**config.mk**
```make
export PLATFORM = sky130hd
export DESIGN_NAME = id_stage
export DESIGN_NICKNAME = d
export VERILOG_FILES = /design/src/rtl/riscv_pkg.sv /design/src/rtl/imm_gen.sv /design/src/rtl/id_stage.sv
export SDC_FILE = /design/constraint.sdc
export NUM_CORES = 1
export LEC_CHECK = 0
export CORE_UTILIZATION = 48
export CTS_CLUSTER_SIZE = 8
export DETAILED_ROUTE_END_ITERATION = 8
export HOLD_SLACK_MARGIN = 0.05
export PLACE_DENSITY = 0.84
export SETUP_SLACK_MARGIN = 0.4
export SYNTH_ARGS = -nofsm -noshare
export SYNTH_HDL_FRONTEND = slang
export SYNTH_HIERARCHICAL = 1
export SYNTH_SLANG_ARGS = --single-unit
```
**constraint.sdc**
```tcl
create_clock -name clk -period 9.8 [get_ports clk]
set_clock_uncertainty 0.15 [all_clocks]
set_input_delay 2.45 -clock clk [delete_from_list [all_inputs] [get_ports clk]]
set_output_delay 2.45 -clock clk [all_outputs]
set_load 0.005 [all_outputs]
```
**src/rtl/riscv_pkg.sv**
```systemverilog
// Shared RV32I decode definitions: opcode constants, immediate formats, widths.
package riscv_pkg;

  localparam int XLEN       = 32;
  localparam int REG_ADDR_W = 5;

  localparam logic [6:0] OP_R      = 7'b0110011;
  localparam logic [6:0] OP_IMM    = 7'b0010011;
  localparam logic [6:0] OP_LOAD   = 7'b0000011;
  localparam logic [6:0] OP_STORE  = 7'b0100011;
  localparam logic [6:0] OP_BRANCH = 7'b1100011;
  localparam logic [6:0] OP_JAL    = 7'b1101111;
  localparam logic [6:0] OP_JALR   = 7'b1100111;
  localparam logic [6:0] OP_LUI    = 7'b0110111;
  localparam logic [6:0] OP_AUIPC  = 7'b0010111;

  typedef enum logic [2:0] {
    IMM_R,
    IMM_I,
    IMM_S,
    IMM_B,
    IMM_U,
    IMM_J
  } imm_fmt_t;

endpackage

```
**src/rtl/imm_gen.sv**
```systemverilog
// Combinational RV32I immediate generator; result sign-extended to XLEN.
module imm_gen #(
  parameter int XLEN = 32
) (
  input  logic [31:7]         i_instr,
  input  riscv_pkg::imm_fmt_t i_fmt,
  output logic [XLEN-1:0]     o_imm
);
  import riscv_pkg::*;

  logic [31:0] w_imm32;

  always_comb begin
    w_imm32 = '0;
    case (i_fmt)
      IMM_I:   w_imm32 = {{20{i_instr[31]}}, i_instr[31:20]};
      IMM_S:   w_imm32 = {{20{i_instr[31]}}, i_instr[31:25], i_instr[11:7]};
      IMM_B:   w_imm32 = {{19{i_instr[31]}}, i_instr[31], i_instr[7],
                          i_instr[30:25], i_instr[11:8], 1'b0};
      IMM_U:   w_imm32 = {i_instr[31:12], 12'b0};
      IMM_J:   w_imm32 = {{11{i_instr[31]}}, i_instr[31], i_instr[19:12],
                          i_instr[20], i_instr[30:21], 1'b0};
      default: w_imm32 = '0;
    endcase
  end

  assign o_imm = XLEN'($signed(w_imm32));

endmodule

```
**src/rtl/id_stage.sv**
```systemverilog
// RV32I decode stage: ID register, busy-bit RAW scoreboard, ID/EX pipeline register.
// Optional WB_BYPASS_EN: issue in the writeback cycle using wb_data for the cleared source.
module id_stage #(
  parameter int              XLEN     = 32,
  parameter logic [XLEN-1:0] RESET_PC = '0
) (
  input  logic            clk,
  input  logic            rst,
  input  logic            if_valid,
  output logic            if_ready,
  input  logic [31:0]     if_instr,
  input  logic [XLEN-1:0] if_pc,
  output logic [4:0]      rs1,
  output logic [4:0]      rs2,
  input  logic [XLEN-1:0] read_data1,
  input  logic [XLEN-1:0] read_data2,
  input  logic            wb_wEn,
  input  logic [4:0]      wb_rd,
  input  logic [XLEN-1:0] wb_data,
  input  logic            flush,
  output logic            ex_valid,
  input  logic            ex_ready,
  output logic [XLEN-1:0] ex_pc,
  output logic [XLEN-1:0] ex_op1,
  output logic [XLEN-1:0] ex_op2,
  output logic [XLEN-1:0] ex_imm,
  output logic [4:0]      ex_rd,
  output logic            ex_rd_wen,
  output logic [6:0]      ex_opcode,
  output logic [2:0]      ex_funct3,
  output logic            ex_funct7b5,
  output logic            ex_illegal
);
  import riscv_pkg::*;

  logic            r_id_valid;
  logic [31:0]     r_id_instr;
  logic [XLEN-1:0] r_id_pc;
  logic [31:0]     r_busy;
  logic [31:0]     w_busy_nxt;

  logic [6:0]      w_opcode;
  logic [4:0]      w_rd;
  logic            w_use1, w_use2, w_wen_fmt, w_rd_wen, w_illegal;
  imm_fmt_t        w_fmt;
  logic [XLEN-1:0] w_imm, w_op1, w_op2;
  logic            w_wb_clr, w_src1_busy, w_src2_busy, w_hazard, w_issue;

  assign w_opcode = r_id_instr[6:0];
  assign w_rd     = r_id_instr[11:7];
  assign rs1      = r_id_instr[19:15];
  assign rs2      = r_id_instr[24:20];

  always_comb begin
    w_use1    = 1'b0;
    w_use2    = 1'b0;
    w_wen_fmt = 1'b0;
    w_illegal = 1'b0;
    w_fmt     = IMM_R;
    case (w_opcode)
      OP_R:             begin w_use1 = 1'b1; w_use2 = 1'b1; w_wen_fmt = 1'b1; end
      OP_IMM, OP_LOAD:  begin w_use1 = 1'b1; w_wen_fmt = 1'b1; w_fmt = IMM_I; end
      OP_STORE:         begin w_use1 = 1'b1; w_use2 = 1'b1; w_fmt = IMM_S; end
      OP_BRANCH:        begin w_use1 = 1'b1; w_use2 = 1'b1; w_fmt = IMM_B; end
      OP_JAL:           begin w_wen_fmt = 1'b1; w_fmt = IMM_J; end
      OP_JALR:          begin w_use1 = 1'b1; w_wen_fmt = 1'b1; w_fmt = IMM_I; end
      OP_LUI, OP_AUIPC: begin w_wen_fmt = 1'b1; w_fmt = IMM_U; end
      default:          w_illegal = 1'b1;
    endcase
  end

  assign w_rd_wen = w_wen_fmt && (w_rd != '0);

  imm_gen #(.XLEN(XLEN)) u_imm_gen (
    .i_instr (r_id_instr[31:7]),
    .i_fmt   (w_fmt),
    .o_imm   (w_imm)
  );

  assign w_wb_clr = wb_wEn && (wb_rd != '0);

`ifdef WB_BYPASS_EN
  logic w_hit1, w_hit2;
  assign w_hit1      = w_wb_clr && (wb_rd == rs1);
  assign w_hit2      = w_wb_clr && (wb_rd == rs2);
  assign w_src1_busy = r_busy[rs1] && !w_hit1;
  assign w_src2_busy = r_busy[rs2] && !w_hit2;
  assign w_op1       = w_hit1 ? wb_data : read_data1;
  assign w_op2       = w_hit2 ? wb_data : read_data2;
`else
  logic w_unused_wb_data;
  assign w_unused_wb_data = ^wb_data;
  assign w_src1_busy      = r_busy[rs1];
  assign w_src2_busy      = r_busy[rs2];
  assign w_op1            = read_data1;
  assign w_op2            = read_data2;
`endif

  assign w_hazard = (w_use1 && w_src1_busy) || (w_use2 && w_src2_busy);
  assign w_issue  = r_id_valid && !w_hazard && (!ex_valid || ex_ready) && !flush;
  assign if_ready = (!r_id_valid || w_issue) && !flush;

  // Ordering gives issue-set priority over a same-cycle writeback clear.
  always_comb begin
    w_busy_nxt = r_busy;
    if (flush && ex_valid && ex_rd_wen) w_busy_nxt[ex_rd] = 1'b0;
    if (w_wb_clr)                       w_busy_nxt[wb_rd] = 1'b0;
    if (w_issue && w_rd_wen)            w_busy_nxt[w_rd]  = 1'b1;
    w_busy_nxt[0] = 1'b0;
  end

  always_ff @(posedge clk or posedge rst) begin
    if (rst) r_busy <= '0;
    else     r_busy <= w_busy_nxt;
  end

  always_ff @(posedge clk or posedge rst) begin
    if (rst) begin
      r_id_valid <= 1'b0;
      r_id_instr <= '0;
      r_id_pc    <= '0;
    end else if (flush) begin
      r_id_valid <= 1'b0;
    end else if (if_valid && if_ready) begin
      r_id_valid <= 1'b1;
      r_id_instr <= if_instr;
      r_id_pc    <= if_pc;
    end else if (w_issue) begin
      r_id_valid <= 1'b0;
    end
  end

  always_ff @(posedge clk or posedge rst) begin
    if (rst) begin
      ex_valid    <= 1'b0;
      ex_pc       <= RESET_PC;
      ex_op1      <= '0;
      ex_op2      <= '0;
      ex_imm      <= '0;
      ex_rd       <= '0;
      ex_rd_wen   <= 1'b0;
      ex_opcode   <= '0;
      ex_funct3   <= '0;
      ex_funct7b5 <= 1'b0;
      ex_illegal  <= 1'b0;
    end else if (flush) begin
      ex_valid <= 1'b0;
    end else if (w_issue) begin
      ex_valid    <= 1'b1;
      ex_pc       <= r_id_pc;
      ex_op1      <= w_op1;
      ex_op2      <= w_op2;
      ex_imm      <= w_imm;
      ex_rd       <= w_rd;
      ex_rd_wen   <= w_rd_wen;
      ex_opcode   <= w_opcode;
      ex_funct3   <= r_id_instr[14:12];
      ex_funct7b5 <= r_id_instr[30];
      ex_illegal  <= w_illegal;
    end else if (ex_ready) begin
      ex_valid <= 1'b0;
    end
  end

endmodule

```
==> metrics.yaml, run 1 <==
worst_setup_path:
  cp-startpoint: "ex_ready"
  reg2reg_setup_slack_ps: 5260
  crit_path_cell_trace: "clkdlybuf4s50_1 > nand2b_1 > a31oi_1 > nor2_1 > clkdlybuf4s50_1"
  end_kind: "primary output"
  r2r-start: "r_id_instr[21]"
  critPathRequiredTime_ps: 7200
  slowest_stage: "clkdlybuf4s50_1"
  cp_max_fo: 4
  worstPathArrival_ps: 3900
  critical_path.max_stage_delay_ps: 530
  critPathMostFrequentCell: "clkdlybuf4s50_1"
  setup.worst_path.class: "input port to primary output"
  r2r_end: "ex_op1[17]"
  cp-start-kind: "input port"
  reg2reg_depth: 7
yosys:
  synthArstFlopShare_pct: 100.0
  yosysTopAreaCell: "dfrtp_1"
  synthDistinctLibCells: 49
  synth_top_area_share_pct: 55.60
  ys_warn_count: 6
  syn_nets: 937
  netlist_area_um2: 10940
  synth_seq_area_share_pct: 55.60
  synth_ff_type: "dfrtp_1"
  syn_inst: 766
  ys_seq_elements: 243
  synth_area_leaders: "dfrtp_1 56%, mux2_2 21%, o41ai_2 4.6%, o221ai_1 2.5%, mux4_2 2.5%"
  synth-edff-count: 0
  syn_area_per_cell_um2: 14.28
routing:
  antenna_left: 0
  wl_per_cell_um: 21.78
  via_per_inst: 5.825
  drcViolationCount: 0
  top_layer_used: "met5"
  drt-initial-drc-count: 600
  drt_pass1_iterations: 5
  wl_met1_mm: 11.21
  via_count: 7747
  met2_length_mm: 14.40
  wl_met3_mm: 2.668
  wirelength_mm: 28.96
power_and_ir_drop:
  combPwrFrac_pct: 22.9
  power_leakage_nw: 6.382
  ir_worst_vdd_mv: 0.1718
  pwr-share-seq_pct: 42.0
  power_mw: 3.192
  netSwitchingFraction_pct: 25.79
  p_clk_share_pct: 35.1
  p_sw_mw: 0.8235
  p_int_mw: 2.369
  power_density_nw_per_um2: 212.8
min_path:
  holdPathEnd: "r_id_pc[29]"
  hp-start: "r_id_pc[29]"
  worst_hold_path_type: "flip-flop to flip-flop"
  whs_path_depth: 1
die:
  die_y_um: 152.9
  start_util_pct: 49.50
  dieArea_um2: 23390
  rows: 54
  die_x_um: 152.9
  core_um2: 22090
  io_pins: 329
clocking:
  cts_buffers: 36
  cts_tree: "done"
  postCtsSetupBuffers: 0
  clk_pin_slew_ps: 50
  htreeDepth: 2
  clk_path_buf_depth: 3
  root_buffer: "clkbuf_16"
  hold_buffers: 0
  cts_resized: 0
  worstSkewPairLatency_ps: 500
  cts_sinks: 243
sta:
  rsz0062_at_grt: "false"
  tns_ps: 0
  relSlewSlack_pct: 27.04
  setup_viol: 0
  finalHoldViolCount: 0
  worst_slew_pin_slew_ps: 1094
  fin_crit_ps: 6496
  finalCritPeriodShare_pct: 66.29
  fin_ws_ps: 3304
  slew_violations: 0
  holdWs_ps: 336.7
  max_freq_ghz: 0.1539
layout:
  fin_area_um2: 15010
  layoutNonFillerInstCount: 1330
  finish.utilization_pct: 67.92
  nFillCells: 1546
  area_growth_pct: 37.20
  drive_gt1_share_pct: 30.03
  final_common_cell: "clkdlybuf4s50_1"
  layout_common_cells: "296 x clkdlybuf4s50_1, 243 x dfrtp_1, 207 x mux2_2, 38 x clkbuf_16"
  layout.nets: 1217
global_route:
  grt_pass1_wl_mm: 45.82
  grt_max_degree: 109
  antenna_found_initial: 2
  grt_overflow_total: 0
  grt_pass1_vias: 8339
  grt.total_usage_pct: 25.01
placed_design:
  place_area_um2: 14000
  portBuffers: 296
  place.gp.congestion: 0.9544
  place_hpwl_mm: 19.42
  pre_cts_ws_ps: 3310
  placed_cells: 1288
status:
  status: "finished, final reports clean"
job:
  drv_cap: 0
## logic make-up after synthesis
group	after synthesis	synth area share, %
flip-flops	243	55.60
AND/OR/NAND/NOR	107	5.640
multiplexers	231	25.00
buffers and inverters	68	3.215
AO/OA/AOI/OAI	117	10.55
## flip-flops by register name, summed over array words and instances, names as in the netlist
signal       flops
ex_imm          32
ex_op1          32
ex_op2          32
ex_pc           32
r_id_instr      32
r_id_pc         32
r_busy          31
ex_opcode        7
ex_rd            5
ex_funct3        3
ex_funct7b5      1
ex_illegal       1
ex_rd_wen        1
ex_valid         1
r_id_valid       1
## worst max path at each step
stage	to	slack, ps	cells past startpoint
2_1_floorplan	ex_funct3[0]	530	1
3_5_place_dp	if_ready	3310	5
6_report	if_ready	3300	5
4_1_cts	if_ready	3300	5
3_3_place_gp	if_ready	3310	5
5_1_grt	if_ready	3250	5
## final cells by class
type                            instances  area (um^2)  area share [%]
Sequential cell                       243         6081           40.52
Multi-Input combinational cell        455         4522           30.13
Antenna cell                            1        2.502         0.01668
Inverter                                7        33.78          0.2251
Clock inverter                          2        46.29          0.3085
Tap cell                              280        350.3           2.335
Clock buffer                           39        954.7           6.362
Timing Repair Buffer                  303         3015           20.10
## Yosys cell counts (all sizes together) (7+ instances only)
library cell and n:
nand2 28, a21o 10, mux4 12, mux2 217
inv 7, o41ai 31, nand2b 7, o221ai 31
clkbuf 18, o21ai 16, nand3b 13, dfrtp 243
or3b 7, buf 43, nand3 13, nor2 14
## critical path, delay by kind of cell
family	cells	cell delay [ps]
compound gates	1	150
simple gates	2	330
buf+inv	2	970
## metal layers
layer	GRT usage, %	up-vias
met2	42.05	379
met3	8.166	60
met1	30.53	3895
li1	-	3411
met4	7.840	2
met5	0	-
## power by group through the flow
stage	sequential, mW	clock (mW)	combinational, mW
after global placement	1.34	0	0.720
after detailed placement	1.35	0	0.730
final	1.34	1.12	0.730
after CTS	1.34	1.14	0.738
after floorplan	1.31	0	0.315
after global routing	1.37	1.18	0.779
Note: power is estimated with default switching activity, not from simulation.
==> inputs of run 2 (changes only) <==
==> constraint.sdc (replaced) <==
create_clock -name clk -period 6.35 [get_ports clk]
set_clock_uncertainty 0.15 [all_clocks]
set_input_delay 1.5875 -clock clk [delete_from_list [all_inputs] [get_ports clk]]
set_output_delay 1.5875 -clock clk [all_outputs]
set_load 0.005 [all_outputs]
==> run 2 against run 1 <==
Net effect: clock power grew 54%; register-to-register slack worse by 3000 ps; setup slack got worse by 2400 ps; die area unchanged; routed wire length shrank 0.10%; sequential power rose by 54%; non-clock buffer count is 1 higher; sequential share of layout area shrank 0.078 points; critical endpoint unchanged; largest cell class unchanged.
==> metrics.yaml, run 2 (synthesis results as in run 1) <==
clocking:
  hold_buffers: 0  # unchanged
  postCtsSetupBuffers: 0  # unchanged
  cts_resized: 0  # unchanged
  clk_path_buf_depth: 3  # unchanged
  htreeDepth: 2  # unchanged
  cts_sinks: 243  # unchanged
  root_buffer: "clkbuf_16"  # unchanged
  cts_tree: "done"  # unchanged
  clk_pin_slew_ps: 50  # about the same
  cts_buffers: 36  # unchanged
  worstSkewPairLatency_ps: 500  # about the same
die:
  io_pins: 329  # unchanged
  rows: 54  # unchanged
  start_util_pct: 49.50  # unchanged
  core_um2: 22090  # unchanged
  die_x_um: 152.9  # unchanged
  dieArea_um2: 23390  # unchanged
  die_y_um: 152.9  # unchanged
global_route:
  grt_use_met2_pct: 42.77  # was 42.05%
  grt.total_usage_pct: 25.23  # was 25.01%
  grt_max_degree: 159  # was 109
  grt_pass1_vias: 8356  # was 8339
  met3_usage_pct: 7.202  # was 8.166%
  grt_pass1_wl_mm: 46.22  # was 45.82 mm
  antenna_found_initial: 1  # was 2
  grt_overflow_total: 0  # unchanged
  use_met1_pct: 30.21  # was 30.53%
  top_usage_layer: "met2"  # unchanged
worst_setup_path:
  critPathRequiredTime_ps: 4610  # was 7200 ps
  cp-startpoint: "r_id_instr[21]"  # was ex_ready
  worstPathArrival_ps: 3660  # was 3900 ps
  cp-start-kind: "flip-flop"  # was input port
  r2r-start: "r_id_instr[21]"  # unchanged
  end_kind: "primary output"  # unchanged
  setup.worst_path.class: "flip-flop to primary output"  # was input port to primary output
  cp_max_fo: 14  # was 4
routing:
  via_count: 7790  # was 7747
  drcViolationCount: 0  # unchanged
  via_per_inst: 5.853  # was 5.825
  antenna_left: 0  # unchanged
  wirelength_mm: 28.94  # was 28.96 mm
  drt_pass1_iterations: 5  # unchanged
  wl_per_cell_um: 21.74  # was 21.78 um
  drt-initial-drc-count: 486  # was 600
sta:
  slew_violations: 0  # unchanged
  finalCritPeriodShare_pct: 85.07
  rsz0062_at_grt: "false"  # unchanged
  fin_crit_ps: 5402
  setup_viol: 0  # unchanged
  tns_ps: 0  # unchanged
  finalHoldViolCount: 0  # unchanged
  max_freq_ghz: 0.1851
  relSlewSlack_pct: 29.83  # was 27.04%
  holdWs_ps: 333.6  # was 336.7 ps
  worst_slew_pin_slew_ps: 1052  # was 1094 ps
layout:
  final_common_cell: "clkdlybuf4s50_1"  # unchanged
  layout_common_cells: "296 x clkdlybuf4s50_1, 243 x dfrtp_1, 207 x mux2_2, 38 x clkbuf_16"  # unchanged
  layout.nets: 1218  # was 1217
  fin_area_um2: 15030  # was 15010 um^2
  nFillCells: 1540  # was 1546
  drive_gt1_share_pct: 30.10  # was 30.03%
  area_growth_pct: 37.47  # was 37.20%
placed_design:
  place_area_um2: 14030  # was 14000 um^2
  portBuffers: 296  # unchanged
  place_hpwl_mm: 19.44  # was 19.42 mm
  place.gp.congestion: 0.9160  # was 0.9544
status:
  status: "finished, final reports clean"  # unchanged
min_path:
  hp-start: "r_id_pc[12]"  # was r_id_pc[29]
  worst_hold_path_type: "flip-flop to flip-flop"  # unchanged
power_and_ir_drop:
  ir_worst_vdd_mv: 0.2794  # was 0.1718 mV
  power_leakage_nw: 6.392  # was 6.382 nW
  power_density_nw_per_um2: 327.5  # was 212.8 nW/um^2
  power_mw: 4.924  # was 3.192 mW
job:
  drv_cap: 0  # unchanged
-- run 2: cell type report --
type	instances	area, um^2	share of cell area, %
clock buffer	39	954.7	6.350
timing repair buffer	304	3048	20.27
multi-input combinational	455	4522	30.08
tap	280	350.3	2.330
inverter	7	30.03	0.1997
sequential	243	6081	40.45
clock inverter	2	46.29	0.3079
antenna	1	2.502	0.01664
-- run 2: through the flow --
stage / std cells / worst slack (ps) / util [%]
after floorplan: 766 / 1423 / -
after global placement: 1289 / 1463 / 63.51
after detailed placement: 1289 / 1451 / 63.51
after CTS: 1330 / 900.1 / 68.04
after global routing: 1330 / 700.2 / 68.04
final: 1331 / 948.1 / 68.05
-- run 2: path summary, 6_finish.rpt --
check,to,slack [ps],cells past startpoint
min reg2reg,r_id_pc[12],330,1
min,r_id_pc[12],330,1
max in group asynchronous,r_id_pc[23],3360,3
max reg2reg,r_id_pc[13],2230,7
max,if_ready,950,7
min in group asynchronous,r_id_instr[22],1410,2
-- run 2: metal layers --
metal,up-vias,routed length (um)
li1,3420,-
met3,75,2353
met2,351,14370
met1,3944,11170
met5,-,0
met4,0,1037
-- run 2: worst max-delay path: stages, from the launching register on --
cell and delay (ps):
dfrtp_1 790, mux4_2 590, mux4_2 470, o22ai_1 220
or3_1 290, a31oi_1 150, nor2_1 120, clkdlybuf4s50_1 530
-- run 2: where the power goes --
part           switching, mW  total (mW)  internal, mW  leakage (nW)
Combinational          0.396        1.13         0.731          2.89
Sequential             0.232        2.07          1.84          3.01
Clock                  0.639        1.73          1.09         0.490
